File: config.mk
export PLATFORM = sky130hd
export DESIGN_NAME = resetreq_ctrl
export DESIGN_NICKNAME = d
export VERILOG_FILES = /design/src/rtl/resetreq_ctrl.sv
export SDC_FILE = /design/constraint.sdc
export NUM_CORES = 1
export LEC_CHECK = 0
export BUFFER_PORTS_ARGS = -buffer_cell sky130_fd_sc_hd__clkbuf_2
export CORE_ASPECT_RATIO = 1.25
export CORE_MARGIN = 1.5
export CORE_UTILIZATION = 50
export CTS_BUF_LIST = sky130_fd_sc_hd__clkbuf_4
export CTS_CLUSTER_DIAMETER = 120
export DETAILED_ROUTE_END_ITERATION = 12
export PLACE_DENSITY = 0.77
export SKIP_LAST_GASP = 1
export SLEW_MARGIN = 20
export SYNTH_ARGS = -nofsm -noshare
export SYNTH_HDL_FRONTEND = slang
export SYNTH_SLANG_ARGS = --single-unit
File: constraint.sdc
create_clock -name clk -period 2.9 [get_ports clk]
set_input_delay 0.58 -clock clk [delete_from_list [all_inputs] [get_ports clk]]
set_output_delay 0.58 -clock clk [all_outputs]
set_load 0.01 [all_outputs]
File: src/rtl/resetreq_ctrl.sv
`timescale 1ns/1ps
// ---------------------------------------------------------------------------
// resetreq_ctrl
//
// Reset-request controller feeding the rstreq input of the reset generator.
// Three causes are merged into one registered, fixed-length rstreq pulse:
//   * short press of the front-panel reset button (debounced, active-low pin)
//   * software request strobe carrying the correct key
//   * watchdog timeout (no kick for WDT_LIMIT cycles while enabled)
// A long button press never requests reset; it raises a one-cycle longpress
// event instead (power-off handling). The most recent accepted cause is held
// in `cause` and survives the requested reset, because `reset` here is the
// power-on reset only and must not be driven from rstreq.
//
// Parameters
//   DEB_CYCLES  stable-input cycles needed to accept a button level change
//   LONG_CYCLES press length that counts as a long press
//   PULSE_LEN   rstreq high time in cycles
//   WDT_LIMIT   watchdog cycles without kick before timeout
//   SW_KEY      key value that validates a software request
//
// Ports
//   clk          system clock
//   reset        power-on reset, synchronous, active-high
//   btn_n        raw reset button, active-low, asynchronous to clk
//   sw_req       one-cycle software request strobe
//   sw_key       key sampled together with sw_req
//   wdt_en       watchdog enable (level)
//   wdt_kick     one-cycle watchdog service strobe
//   rstreq       registered reset request, PULSE_LEN cycles long
//   longpress    one-cycle pulse when a press reaches LONG_CYCLES
//   btn_pressed  debounced button state, 1 = pressed
//   cause        last accepted cause: 0 none, 1 button, 2 software, 3 watchdog
//   dbg_state    FSM state for observation: 0 = IDLE, 1 = ASSERT
//
// Handshake: there is no back-pressure anywhere. Every request input is a
// plain strobe or level sampled on each rising clk edge; an event is either
// accepted in the cycle it is present (FSM in IDLE) or dropped for good.
// ---------------------------------------------------------------------------
module resetreq_ctrl #(
  parameter logic [15:0] DEB_CYCLES  = 16'd50000,
  parameter logic [31:0] LONG_CYCLES = 32'd100000000,
  parameter logic [7:0]  PULSE_LEN   = 8'd16,
  parameter logic [31:0] WDT_LIMIT   = 32'd200000000,
  parameter logic [7:0]  SW_KEY      = 8'hA5
) (
  input  logic       clk,
  input  logic       reset,
  input  logic       btn_n,
  input  logic       sw_req,
  input  logic [7:0] sw_key,
  input  logic       wdt_en,
  input  logic       wdt_kick,
  output logic       rstreq,
  output logic       longpress,
  output logic       btn_pressed,
  output logic [1:0] cause,
  output logic       dbg_state
);

  // Counter widths: enough bits to hold the limit value itself.
  localparam int DW = $clog2(DEB_CYCLES) + 1;
  localparam int PW = $clog2(LONG_CYCLES) + 1;
  localparam int TW = $clog2(PULSE_LEN) + 1;
  localparam int WW = $clog2(WDT_LIMIT) + 1;

  localparam logic [DW-1:0] DEB_LAST  = DW'(DEB_CYCLES - 16'd1);
  localparam logic [PW-1:0] LONG_MAX  = PW'(LONG_CYCLES);
  localparam logic [PW-1:0] LONG_LAST = PW'(LONG_CYCLES - 32'd1);
  localparam logic [TW-1:0] PULSE_LD  = TW'(PULSE_LEN - 8'd1);
  localparam logic [WW-1:0] WDT_LAST  = WW'(WDT_LIMIT - 32'd1);

  localparam logic [1:0] CAUSE_BTN = 2'd1;
  localparam logic [1:0] CAUSE_SW  = 2'd2;
  localparam logic [1:0] CAUSE_WDT = 2'd3;

  typedef enum logic {
    ST_IDLE   = 1'b0,
    ST_ASSERT = 1'b1
  } state_t;

  // -------------------------------------------------------------------------
  // Two-flop synchronizer. Both flops reset to 1 (released) so that a button
  // held across reset is seen as a fresh press afterwards.
  // -------------------------------------------------------------------------
  logic r_sync1;
  logic r_sync2;

  always_ff @(posedge clk) begin
    if (reset) begin
      r_sync1 <= 1'b1;
      r_sync2 <= 1'b1;
    end else begin
      r_sync1 <= btn_n;
      r_sync2 <= r_sync1;
    end
  end

  // -------------------------------------------------------------------------
  // Debounce. r_stable is the accepted pin level (1 = released). The counter
  // runs only while the synchronized level disagrees with it; any agreeing
  // sample restarts the qualification window.
  // -------------------------------------------------------------------------
  logic [DW-1:0] r_deb_cnt;
  logic          r_stable;
  logic          r_stable_d;

  always_ff @(posedge clk) begin
    if (reset) begin
      r_deb_cnt  <= '0;
      r_stable   <= 1'b1;
      r_stable_d <= 1'b1;
    end else begin
      r_stable_d <= r_stable;
      if (r_sync2 == r_stable) begin
        r_deb_cnt <= '0;
      end else if (r_deb_cnt == DEB_LAST) begin
        r_stable  <= r_sync2;
        r_deb_cnt <= '0;
      end else begin
        r_deb_cnt <= r_deb_cnt + DW'(1);
      end
    end
  end

  assign btn_pressed = ~r_stable;

  // -------------------------------------------------------------------------
  // Press timer. Saturates at LONG_CYCLES so a very long hold never wraps
  // back into the short-press range. longpress fires on the single edge where
  // the count steps from LONG_CYCLES-1 to LONG_CYCLES.
  // -------------------------------------------------------------------------
  logic [PW-1:0] r_press_cnt;
  logic          r_longpress;

  always_ff @(posedge clk) begin
    if (reset) begin
      r_press_cnt <= '0;
      r_longpress <= 1'b0;
    end else begin
      r_longpress <= ~r_stable && (r_press_cnt == LONG_LAST);
      if (r_stable) begin
        r_press_cnt <= '0;
      end else if (r_press_cnt != LONG_MAX) begin
        r_press_cnt <= r_press_cnt + PW'(1);
      end
    end
  end

  assign longpress = r_longpress;

  // -------------------------------------------------------------------------
  // Event sources
  // -------------------------------------------------------------------------
  state_t r_state;
  logic   w_release;
  logic   w_btn_evt;
  logic   w_sw_evt;
  logic   w_wdt_evt;
  logic   w_any_evt;

  // Release is seen one cycle after the stable level returns to 1; press_cnt
  // still holds the completed press length in that cycle (it clears on the
  // following edge), so the short/long decision uses the full duration.
  assign w_release = r_stable & ~r_stable_d;
  assign w_btn_evt = w_release & (r_press_cnt < LONG_MAX);
  assign w_sw_evt  = sw_req & (sw_key == SW_KEY);

  // -------------------------------------------------------------------------
  // Watchdog. Held at zero while disabled, on a kick, and while a pulse is
  // being driven, so the timeout window restarts after every request.
  // -------------------------------------------------------------------------
  logic [WW-1:0] r_wdt_cnt;

  assign w_wdt_evt = wdt_en & ~wdt_kick & (r_wdt_cnt == WDT_LAST);

  always_ff @(posedge clk) begin
    if (reset) begin
      r_wdt_cnt <= '0;
    end else if (!wdt_en || wdt_kick || (r_state != ST_IDLE) || w_wdt_evt) begin
      r_wdt_cnt <= '0;
    end else begin
      r_wdt_cnt <= r_wdt_cnt + WW'(1);
    end
  end

  // -------------------------------------------------------------------------
  // Cause selection for coinciding events: button > watchdog > software.
  // -------------------------------------------------------------------------
  logic [1:0] w_next_cause;

  assign w_any_evt = w_btn_evt | w_wdt_evt | w_sw_evt;

  always_comb begin
    w_next_cause = CAUSE_SW;
    if (w_btn_evt) begin
      w_next_cause = CAUSE_BTN;
    end else if (w_wdt_evt) begin
      w_next_cause = CAUSE_WDT;
    end
  end

  // -------------------------------------------------------------------------
  // Pulse FSM. rstreq and cause are registered here, so cause changes on the
  // same edge that raises rstreq. Events seen in ASSERT are discarded.
  // -------------------------------------------------------------------------
  logic [TW-1:0] r_pulse_cnt;
  logic          r_rstreq;
  logic [1:0]    r_cause;

  always_ff @(posedge clk) begin
    if (reset) begin
      r_state     <= ST_IDLE;
      r_pulse_cnt <= '0;
      r_rstreq    <= 1'b0;
      r_cause     <= 2'd0;
    end else begin
      case (r_state)
        ST_IDLE: begin
          if (w_any_evt) begin
            r_state     <= ST_ASSERT;
            r_pulse_cnt <= PULSE_LD;
            r_rstreq    <= 1'b1;
            r_cause     <= w_next_cause;
          end
        end
        ST_ASSERT: begin
          if (r_pulse_cnt == '0) begin
            r_state  <= ST_IDLE;
            r_rstreq <= 1'b0;
          end else begin
            r_pulse_cnt <= r_pulse_cnt - TW'(1);
          end
        end
        default: begin
          r_state  <= ST_IDLE;
          r_rstreq <= 1'b0;
        end
      endcase
    end
  end

  assign rstreq    = r_rstreq;
  assign cause     = r_cause;
  assign dbg_state = (r_state == ST_ASSERT);

endmodule
==> results of run 1 <==
-- cell type report --
type | instances | share of cell area, %
repair buffers | 20 | 2.37
flip-flops and latches | 88 | 40.7
clock buffers | 10 | 1.73
clock inverters | 6 | 1.53
multi-input cells | 345 | 49.2
inverters | 20 | 1.73
well taps | 95 | 2.75
-- cells in the final DEF (no fill, tap or decap), types with 2 or more instances in the layout --
| master | count |
|---|---|
| and3_1 | 15 |
| nand2b_1 | 2 |
| nor4b_1 | 6 |
| clkbuf_4 | 10 |
| o211ai_1 | 2 |
| inv_1 | 18 |
| nor2_1 | 81 |
| a21oi_1 | 10 |
| xnor2_1 | 35 |
| nand2_1 | 26 |
| and4_1 | 8 |
| nor2b_1 | 2 |
| dfxtp_1 | 88 |
| or2_2 | 3 |
| o21ai_0 | 5 |
| a31oi_1 | 2 |
| or3_1 | 6 |
| nor3_1 | 18 |
| ha_1 | 6 |
| nor4_1 | 11 |
| clkbuf_2 | 19 |
| inv_6 | 2 |
| clkinv_2 | 2 |
| nor3b_1 | 3 |
| and2_1 | 4 |
| nand4_1 | 18 |
| or4_1 | 2 |
| xor2_1 | 29 |
| o22ai_1 | 2 |
| mux2i_1 | 3 |
| nand3_1 | 28 |
-- power by group through the flow --
stage	clock network, mW	registers, mW	logic [mW]
after floorplan	0	1.24	0.0156
after global placement	0	1.24	0.0275
after detailed placement	0	1.24	0.0283
after CTS	0.713	1.21	0.0283
after global routing	0.761	1.21	0.0322
final	0.685	1.21	0.0281
-- cells by family after synthesis --
kind of cell | after synthesis | share of synthesized area (%)
simple gates | 240 | 31.0
fa+ha+maj | 6 | 1.87
xor+xnor | 64 | 14.0
flops | 88 | 43.9
mux | 3 | 0.748
compound gates | 32 | 5.45
buf+inv | 33 | 3.12
-- cell usage after synthesis, types with 3 or more instances --
cell type / number
inv_1: 18
or3_1: 6
a21oi_1: 10
or2_2: 3
nand4_1: 18
and4_1: 8
nor4_1: 11
ha_1: 6
mux2i_1: 3
o21ai_0: 5
nand2_1: 26
nor2_1: 81
xor2_1: 29
and3_1: 15
xnor2_1: 35
nand3_1: 28
nor3b_1: 3
dfxtp_1: 88
nor3_1: 18
clkbuf_1: 10
and2_1: 4
nor4b_1: 6
-- metrics by stage --
step | instances | util, %
detailed placement | 568 | 53.7
CTS | 584 | 55.5
global placement | 568 | 53.7
global route | 584 | 55.5
finish | 584 | 55.5
floorplan | 466 | -
-- worst max-delay path, stage by stage, from the launching register on --
cell	delay, ns
dfxtp_1	0.40
ha_1	0.22
nand3_1	0.15
nor4_1	0.40
nand3_1	0.18
nand2_1	0.35
buf_4	0.30
nor2_1	0.07
-- registers in the layout, summed over array words and instances, names as in the netlist --
name,count
r_press_cnt,28
r_wdt_cnt,29
rstreq,1
longpress,1
r_sync2,1
dbg_state,1
r_pulse_cnt,5
r_deb_cnt,17
r_stable,1
r_stable_d,1
r_sync1,1
cause,2
-- per-layer routing --
layer | wire length [um] | track usage [%]
met5 | 0 | 0
met4 | 150 | 10.9
met3 | 276 | 4.21
met2 | 3740 | 32.5
met1 | 3240 | 19.1
-- final timing paths --
kind,start,to,slack [ns],cells after the start
worst max register to register,r_wdt_cnt[0],r_wdt_cnt[24],0.72,7
worst min-delay path,btn_n,r_sync1,0.31,2
worst max-delay path,r_wdt_cnt[0],r_wdt_cnt[24],0.72,7
worst min register to register,r_sync1,r_sync2,0.42,1
==> metrics.md, run 1 <==
| Metric | Value |
|---|---|
| Status | `complete, no violations` |
| Sequential share of the synthesized area | `43.9%` |
| CP startpoint kind | `flop` |
| Synthesized Nets | `~490` |
| RSZ-0062 raised after global routing | `false` |
| Worst hold slack | `0.312 ns` |
| Hpwl dp | `5.40 mm` |
| Starting Density | `between 50 and 60%` |
| Max-cap viol count | `0` |
| Pleak | `approximately 1.4 nW` |
| Top-area cell type share of the netlist area | `43.9%` |
| Sw Share | `between 20 and 25%` |
| Drt pass-1 iters | `4` |
| Crit Path Class | `flop to flop` |
| Cell variety after synth | `50` |
| Area post-placement | `roughly 4200 um^2` |
| Rel. slew slack | `56.0%` |
| Register share of total power | `63.0%` |
| Sequential standard cell area | `1760 um^2` |
| Worst path required time | `3.24 ns` |
| Largest cells by area after synthesis | `dfxtp_1 44%, xnor2_1 7.6%, nor2_1 7.6%, xor2_1 6.3%, nand3_1 3.5%` |
| Nets@finish | `504` |
| Chip Height | `roughly 100 um` |
| Routability cong. | `0.810` |
| # DRC | `0` |
| Total power | `approximately 1.9 mW` |
| Share of post-route cells with drive strength above 1 | `9.41%` |
| Fill cell total of the finished layout | `712` |
| CTS sink cnt | `88` |
| Switching Power | `0.425 mW` |
| Dpl ws | `0.722 ns` |
| Power Density | `445 nW/um^2` |
| Initial antenna violation count | `0` |
| Slew Limit Fails | `0` |
| Top_reg_cell synth | `dfxtp_1` |
| Total track usage | `between 10% and 20%` |
| # hold bufs at CTS | `0` |
| CTS Buf Count | `9` |
| Total number of vias | `approximately 3200` |
| Clock Skew | `0.0200 ns` |
| CTS root buf | `clkbuf_4` |
| Slew of the pin with the lowest slew margin | `0.654 ns` |
| CP endpoint kind | `flop` |
| Syn Area/Cell | `8.62 um^2` |
| First-pass GRT wire length | `12.6 mm` |
| Via/cell ratio | `5.51` |
| CTS tree | `yes` |
| Asr flop ratio synth | `0%` |
| VDD IR max | `322 uV` |
| Core Area | `a little under 8000 um^2` |
| #FFs+latches synth | `88` |
| Fin worst setup slack | `0.719 ns` |
| Congestion Overflow GR | `0` |
| Min-delay worst type | `primary input to flop` |
| Logic gate share of total power | `1.5%` |
| Diode count | `0` |
| Syn. warnings | `0` |
| Setup_tns | `0 ns` |
| Port Buf Inserts | `19` |
| Dominant cell type by area after synthesis | `dfxtp_1` |
| DRT antenna net count | `0` |
| Floorplan row count | `36` |
| Syn-to-layout area delta | `7.79%` |
| Finished layout cell area | `between 4000 and 5000 um^2` |
| Pin count of the biggest net entering global routing | `29` |
| Post-CTS Setup Bufs | `0` |
| Clock transition at path regs | `0.13 ns` |
| Crit path max fanout | `17` |
| Crit path time final | `2.18 ns` |
| Fmax | `between 400 and 500 MHz` |
| Internal power | `1.50 mW` |
| Skew-Pair Late Insertion Delay | `about 0.44 ns` |
| EDFF count, synth | `0` |
| Initial DRC Count | `144` |
| Final wirelength | `between 7 and 8 mm` |
| I/O Pins | `20` |
| Die Wd | `83.2 um` |
| Final period utilization | `about three quarters` |
| Drt wl/cell | `12.7 um` |
| Worst endpoint data arrival time | `2.52 ns` |
| Vias in the first global route | `3075` |
| H-tree lvl count | `3` |
| Post-cts resize count | `0` |
| Clk pwr share | `~36%` |
| Die ar. | `8580 um^2` |
| Multi-input combinational cell area | `about 2100 um^2` |
| Clock Tree Buf Depth | `2` |
| Endpoints failing hold | `0` |
| Post-Synthesis Cells | `466` |
| Post-Synthesis Cell Area | `4020 um^2` |
| # setup viols final | `0` |
Power figures use the tool's default switching activity.
==> run 2, diff against run 1 <==
--- a/config.mk
+++ b/config.mk
@@ -5,6 +5,7 @@
 export SDC_FILE = /design/constraint.sdc
 export NUM_CORES = 1
 export LEC_CHECK = 0
+export ABC_AREA = 1
 export BUFFER_PORTS_ARGS = -buffer_cell sky130_fd_sc_hd__clkbuf_2
 export CORE_ASPECT_RATIO = 1.25
 export CORE_MARGIN = 1.5
==> constraint.sdc (replaced) <==
create_clock -name clk -period 2.1 [get_ports clk]
set_input_delay 0.42 -clock clk [delete_from_list [all_inputs] [get_ports clk]]
set_output_delay 0.42 -clock clk [all_outputs]
set_load 0.01 [all_outputs]
==> metrics.md, run 2 <==
| Metric | Value |
|---|---|
| Crit Path Class | `flop to flop` |
| Vias in the first global route | `3674 (+19%)` |
| Worst hold stages | `2 (unchanged)` |
| Starting Density | `51.2% (-0.35 points)` |
| Critical path depth | `9 (+2)` |
| Core Area | `8610 um^2 (+10%)` |
| DRT antenna net count | `0 (unchanged)` |
| Status | `complete, no violations` |
| Dominant cell type by area after synthesis | `dfxtp_1` |
| Die Wd | `86.9 um (+4.6%)` |
| Chip Height | `108 um (+4.6%)` |
| Count leader, synth | `nand2_1` |
| Slew of the pin with the lowest slew margin | `0.484 ns (-0.170 ns)` |
| VDD IR max | `352 uV (+9.3%)` |
| #FFs+latches synth | `88 (unchanged)` |
| Worst path required time | `2.47 ns (-0.77 ns)` |
| CP startpoint kind | `flop` |
| Syn-to-layout area delta | `8.47%` |
| Pleak | `1.63 nW (+16%)` |
| Rel. slew slack | `67.5% (+11 points)` |
| Crit path max-delay family | `simple AND/OR/NAND/NOR gates` |
| Floorplan row count | `38 (+5.6%)` |
| Sequential share of the synthesized area | `40.0% (-3.9 points)` |
| Skew-Pair Late Insertion Delay | `0.45 ns (about the same)` |
| Pin count of the biggest net entering global routing | `19 (-34%)` |
| Total number of vias | `3919 (+22%)` |
| Global route hottest layer | `met2` |
| Syn Area/Cell | `7.22 um^2 (-16%)` |
| Placed cell count | `747 (+32%)` |
| Hpwl dp | `6.78 mm (+25%)` |
| Syn. warnings | `0 (unchanged)` |
| Top-area cell type share of the netlist area | `40.0% (-3.9 points)` |
| Crit-path slowest cell | `dfxtp_1` |
| Via/cell ratio | `5.14 (-6.7%)` |
| Share of post-route cells with drive strength above 1 | `11.8% (+2.4 points)` |
| # setup viols final | `0 (unchanged)` |
| R2R Path Start | `r_press_cnt[0]` |
| Initial antenna violation count | `0 (unchanged)` |
| CP endpoint kind | `flop` |
| Worst endpoint data arrival time | `2.18 ns (-0.34 ns)` |
| Leading cell type in the layout, fill and taps excluded | `nand2_1` |
| Reg2Reg Depth | `9 (+2)` |
| GR Layer Usage met1 | `23.1% (+4.0 points)` |
| Max reg flops | `29 (unchanged)` |
| Biggest register | `r_wdt_cnt` |
| Total track usage | `20.4% (+2.5 points)` |
| # DRC | `0 (unchanged)` |
| H-tree lvl count | `3 (unchanged)` |
| Clock Skew | `0.0143 ns (-0.00566 ns)` |
| Met3 Resource Use GR | `2.60% (-1.6 points)` |
| CTS sink cnt | `88 (unchanged)` |
| Diode count | `0 (unchanged)` |
| Initial DRC Count | `196 (+36%)` |
| Largest stage delay on the critical path | `0.44 ns (+0.04 ns)` |
| Setup_tns | `0 ns (unchanged)` |
| CP bufs+invs | `1 (unchanged)` |
| Max-cap viol count | `0 (unchanged)` |
| EDFF count, synth | `0 (unchanged)` |
| I/O Pins | `20 (unchanged)` |
| Post-synth top cells | `105 x nand2_1, 88 x dfxtp_1, 80 x nor2_1` |
| Cell mode on critical path | `nor2_4` |
| RSZ-0062 raised after global routing | `false` |
| Hold_sp | `btn_n` |
| First-pass GRT wire length | `15.3 mm (+21%)` |
| Congestion Overflow GR | `0 (unchanged)` |
| Asr flop ratio synth | `0% (unchanged)` |
| Cell variety after synth | `41 (-18%)` |
| CTS root buf | `clkbuf_4` |
| Biggest regs | `r_wdt_cnt x29, r_press_cnt x28, r_deb_cnt x17` |
| Hold endpoint | `r_sync1` |
| Largest cells by area after synthesis | `dfxtp_1 40%, nand2_1 8.9%, nor2_1 6.8%, inv_1 6.7%, a21oi_1 6.0%` |
| Nets@finish | `658 (+31%)` |
| Final wirelength | `8.83 mm (+19%)` |
| Fmax | `554 MHz (+21%)` |
| Final period utilization | `85.9% (+11 points)` |
| Worst path cell trace | `ha_1 -> nand2_2 -> nor2_4 -> nand3_2 -> nor2_4 -> nand3_1 -> clkinv_1 -> a21oi_1 -> nor3_1` |
| Area post-placement | `4650 um^2 (+11%)` |
| Clock Tree Buf Depth | `2 (unchanged)` |
| Port Buf Inserts | `19 (unchanged)` |
| Post-CTS Setup Bufs | `0 (unchanged)` |
| Die ar. | `9380 um^2 (+9.4%)` |
| R2r endpoint | `r_press_cnt[22]` |
| Grt met2 use | `36.2% (+3.8 points)` |
| Finished layout cell area | `4780 um^2 (+10%)` |
| Crit path max fanout | `8 (-9)` |
| Power Density | `547 nW/um^2 (+23%)` |
| CTS tree | `yes` |
| Post-Synthesis Cell Area | `4400 um^2 (+9.7%)` |
| Drt pass-1 iters | `5 (+1)` |
| CTS Buf Count | `9 (unchanged)` |
| Reg2reg setup slack | `0.30 ns (-0.42 ns)` |
| Slew Limit Fails | `0 (unchanged)` |
| Endpoints failing hold | `0 (unchanged)` |
| Synthesized Nets | `630 (+30%)` |
| # hold bufs at CTS | `0 (unchanged)` |
| Top_reg_cell synth | `dfxtp_1` |
| Drt wl/cell | `11.6 um (-8.7%)` |
| Routability cong. | `0.920 (+14%)` |
| Post-Synthesis Cells | `610 (+31%)` |
| Final std cells w/o fill | `763 (+31%)` |
| Most frequent cells in the layout | `105 x nand2_1, 88 x dfxtp_1, 80 x nor2_1, 79 x inv_1, 53 x a21oi_1` |
| Post-cts resize count | `0 (unchanged)` |
| Min-delay worst type | `primary input to flop` |
| Crit path time final | `1.80 ns (-0.377 ns)` |
| Clock transition at path regs | `0.15 ns (+0.02 ns)` |
[run 2: changes by cell type after synthesis, moves of 9 or more]
cell	change
a21oi_1	+43
and3_1	-14
clkbuf_1	-9
inv_1	+61
nand2_1	+79
o21ai_0	+22
xnor2_1	-30
xor2_1	-18
[run 2: cell families after synthesis]
| kind of cell | count (synthesis) | share of synthesized area (%) |
|---|---|---|
| buffers and inverters | 88 | 7.67 |
| AOI/OAI and AO/OA | 92 | 11.0 |
| xor gates and xnor gates | 16 | 3.18 |
| adders and majority gates | 6 | 1.70 |
| and+or+nand+nor | 320 | 36.4 |
| DFF | 88 | 40.0 |
[run 2: report_power, final]
| group | total [mW] | internal [mW] | leakage [nW] | switching, mW |
|---|---|---|---|---|
| Clock | 0.892 | 0.267 | 0.0666 | 0.625 |
| Sequential | 1.68 | 1.67 | 0.709 | 0.00222 |
| Combinational | 0.0449 | 0.0190 | 0.850 | 0.0258 |
| Total | 2.61 | 1.96 | 1.63 | 0.653 |
[run 2: metal layers]
layer / share of wire [%] / routed length [um]
met5: 0 / 0
met4: 1.4 / 123
met3: 2.6 / 226
met2: 53 / 4650
met1: 43 / 3840
[run 2: worst max path at each step]
stage	from	endpoint
after detailed placement	r_press_cnt[0]	r_press_cnt[18]
after global routing	r_deb_cnt[0]	r_deb_cnt[14]
after floorplan	r_press_cnt[0]	r_press_cnt[18]
final	r_press_cnt[0]	r_press_cnt[22]
after CTS	r_press_cnt[0]	r_press_cnt[18]
after global placement	r_wdt_cnt[0]	r_wdt_cnt[9]
[run 2: final cells by class]
type	count	area [um^2]
tap	120	150
sequential	88	1760
clock buffer	9	67.6
multi-input combinational	434	2300
fill	819	3830
inverter	83	312
timing repair buffer	22	118
clock inverter	7	63.8
[run 2: stage by stage]
step	setup slack [ns]	total power, mW	hold slack (ns)	util [%]
finish	0.296	2.61	0.135	55.5
CTS	0.272	2.65	0.0971	55.5
global placement	0.369	1.76	0.403	54.0
floorplan	0.515	1.74	0.389	-
detailed placement	0.326	1.76	0.408	54.0
global route	0.0690	2.73	0.120	55.5
==> run 3, diff against run 2 <==
--- a/config.mk
+++ b/config.mk
@@ -9,11 +9,11 @@
 export BUFFER_PORTS_ARGS = -buffer_cell sky130_fd_sc_hd__clkbuf_2
 export CORE_ASPECT_RATIO = 1.25
 export CORE_MARGIN = 1.5
-export CORE_UTILIZATION = 50
+export CORE_UTILIZATION = 40
 export CTS_BUF_LIST = sky130_fd_sc_hd__clkbuf_4
 export CTS_CLUSTER_DIAMETER = 120
 export DETAILED_ROUTE_END_ITERATION = 12
-export PLACE_DENSITY = 0.77
+export PLACE_DENSITY = 0.66
 export SKIP_LAST_GASP = 1
 export SLEW_MARGIN = 20
 export SYNTH_ARGS = -nofsm -noshare
==> constraint.sdc (replaced) <==
create_clock -name clk -period 1.95 [get_ports clk]
set_input_delay 0.39 -clock clk [delete_from_list [all_inputs] [get_ports clk]]
set_output_delay 0.39 -clock clk [all_outputs]
set_load 0.01 [all_outputs]
==> metrics.md, run 3 (synthesis gave the netlist of run 2 again) <==
| Metric | Value |
|---|---|
| Final wirelength | `9.14 mm (+3.4%)` |
| Reg2Reg Depth | `9 (unchanged)` |
| RSZ-0062 raised after global routing | `true` |
| Crit-path slowest cell | `dfxtp_1` |
| First-pass GRT wire length | `15.8 mm (+3.4%)` |
| Max reg flops | `29 (unchanged)` |
| Hpwl dp | `6.94 mm (+2.4%)` |
| Die Wd | `96.9 um (+11%)` |
| Worst hold slack | `0.119 ns (-0.0168 ns)` |
| Endpoints failing hold | `0 (unchanged)` |
| CP endpoint kind | `flop` |
| Multi-input combinational cell area | `2330 um^2 (+0.98%)` |
| Via/cell ratio | `5.11 (-0.50%)` |
| Min-delay worst type | `primary input to flop` |
| Diode count | `0 (unchanged)` |
| Most frequent cells in the layout | `105 x nand2_1, 86 x dfxtp_1, 79 x inv_1, 79 x nor2_1, 53 x a21oi_1` |
| Floorplan row count | `42 (+11%)` |
| CTS Buf Count | `9 (unchanged)` |
| Sequential standard cell area | `1760 um^2 (+0.14%)` |
| Nets@finish | `662 (+0.61%)` |
| Worst hold stages | `2 (unchanged)` |
| # setup viols final | `0 (unchanged)` |
| Fmax | `559 MHz (+0.79%)` |
| Crit Path Class | `flop to flop` |
| Core Area | `10700 um^2 (+24%)` |
| # DRC | `0 (unchanged)` |
| DRT antenna net count | `0 (unchanged)` |
| Clock Tree Buf Depth | `2 (unchanged)` |
| Worst path required time | `2.29 ns (-0.18 ns)` |
| Initial DRC Count | `173 (-12%)` |
| Worst path cell trace | `ha_1 -> nand2_1 -> inv_1 -> nand2_1 -> nor3_4 -> nand3_2 -> nand3_4 -> buf_4 -> nor2_1` |
| Placed cell count | `761 (+1.9%)` |
| R2R Path Start | `r_wdt_cnt[0]` |
| Slew Limit Fails | `0 (unchanged)` |
| Worst endpoint data arrival time | `2.13 ns (-0.05 ns)` |
| Crit path max fanout | `17 (+9)` |
| Clock transition at path regs | `0.16 ns (about the same)` |
| R2r endpoint | `r_wdt_cnt[11]` |
| Syn-to-layout area delta | `11.4%` |
| CTS tree | `yes` |
| Port Buf Inserts | `19 (unchanged)` |
| Biggest regs | `r_wdt_cnt x29, r_press_cnt x28, r_deb_cnt x17` |
| CTS sink cnt | `88 (unchanged)` |
| Cell mode on critical path | `nand2_1` |
| Max-cap viol count | `0 (unchanged)` |
| Die ar. | `11700 um^2 (+24%)` |
| # hold bufs at CTS | `0 (unchanged)` |
| Initial antenna violation count | `0 (unchanged)` |
| Clock Skew | `0.0276 ns (+0.0133 ns)` |
| Drt wl/cell | `11.7 um (+1.3%)` |
| H-tree lvl count | `3 (unchanged)` |
| Rel. slew slack | `65.2% (-2.2 points)` |
| Total track usage | `16.2% (-4.1 points)` |
| Biggest register | `r_wdt_cnt` |
| VDD IR max | `270 uV (-23%)` |
| Skew-Pair Late Insertion Delay | `0.45 ns (about the same)` |
| Largest stage delay on the critical path | `0.38 ns (-0.06 ns)` |
| Slew of the pin with the lowest slew margin | `0.517 ns (+0.0326 ns)` |
| Vias in the first global route | `3771 (+2.6%)` |
| Hold_sp | `btn_n` |
| CTS root buf | `clkbuf_4` |
| Fill cell total of the finished layout | `1089 (+33%)` |
| Pin count of the biggest net entering global routing | `18 (-1)` |
| Starting Density | `41.3% (-9.9 points)` |
| Routability cong. | `0.943 (+2.5%)` |
| Reg2reg setup slack | `0.16 ns (-0.14 ns)` |
| Hold endpoint | `r_sync1` |
| Share of post-route cells with drive strength above 1 | `13.3% (+1.5 points)` |
| I/O Pins | `20 (unchanged)` |
| Leading cell type in the layout, fill and taps excluded | `nand2_1` |
| Final std cells w/o fill | `779 (+2.1%)` |
| Power Density | `647 nW/um^2 (+18%)` |
| Chip Height | `120 um (+11%)` |
| Congestion Overflow GR | `0 (unchanged)` |
| Final core utilization | `46.0% (-9.5 points)` |
| Status | `complete, no violations` |
| Final period utilization | `91.8% (+5.9 points)` |
| CP startpoint kind | `flop` |
| Drt pass-1 iters | `4 (-1)` |
| Pleak | `1.68 nW (+3.2%)` |
| Crit path time final | `1.79 ns (-0.0142 ns)` |
| Total number of vias | `3981 (+1.6%)` |
-- run 3: cell types whose count changed in the layout (fill, tap and decap cells not counted), sizes merged --
cell	before	now
buf	3	7
bufinv	0	3
clkinv	3	1
clkinvlp	2	1
-- run 3: metrics by stage --
step	setup WS, ns	total power [mW]	cell area, um^2	setup TNS [ns]
floorplan	0.365	1.87	4400	0
global placement	0.190	1.89	4680	0
detailed placement	0.183	1.89	4680	0
CTS	0.158	3.21	4870	0
global route	-0.0199	3.29	4910	-0.0926
finish	0.160	3.18	4910	0
-- run 3: where the power goes --
part	switching [mW]	internal, mW
sequential	0.00237	1.80
combinational	0.0298	0.0210
clock	0.659	0.662
-- run 3: worst max path at each step --
| stage | slack (ns) | endpoint | start | cells past startpoint |
|---|---|---|---|---|
| 5_1_grt | -0.02 | r_wdt_cnt[10] | r_wdt_cnt[0] | 10 |
| 6_report | 0.16 | r_wdt_cnt[11] | r_wdt_cnt[0] | 9 |
| 2_1_floorplan | 0.37 | r_press_cnt[18] | r_press_cnt[0] | 10 |
| 4_1_cts | 0.16 | r_wdt_cnt[11] | r_wdt_cnt[0] | 9 |
| 3_5_place_dp | 0.18 | r_wdt_cnt[11] | r_wdt_cnt[0] | 9 |
| 3_3_place_gp | 0.19 | r_wdt_cnt[11] | r_wdt_cnt[0] | 9 |
-- run 3: worst max-delay path, delay by kind of cell (launching register included) --
| family | cells | cell delay, ns |
|---|---|---|
| AND/OR/NAND/NOR | 6 | 0.80 |
| buffers and inverters | 2 | 0.31 |
| adder cells (fa/ha/maj) | 1 | 0.20 |
| flip-flops | 1 | 0.38 |
-- run 3: layout make-up --
type	count	area share (%)
Timing Repair Buffer	26	3.01
Tap cell	132	3.37
Clock inverter	7	2.52
Inverter	83	6.35
Sequential cell	88	36.0
Multi-Input combinational cell	434	47.4
Clock buffer	9	1.38
-- run 3: what timing repair did --
| action | CTS | global route |
|---|---|---|
| gates resized for setup | 0 | 7 |
| buffers inserted | 0 | 2 |
| setup endpoints to repair | 0 | 17 |
-- run 3: metal layers --
layer  vias up  share of wire [%]  GRT usage, %
met4         0                2.6          7.43
met5         -                  0             0
met2        61                 51          28.7
met3        19                2.8          3.53
met1      1819                 44          18.8
li1       2082                  -             -
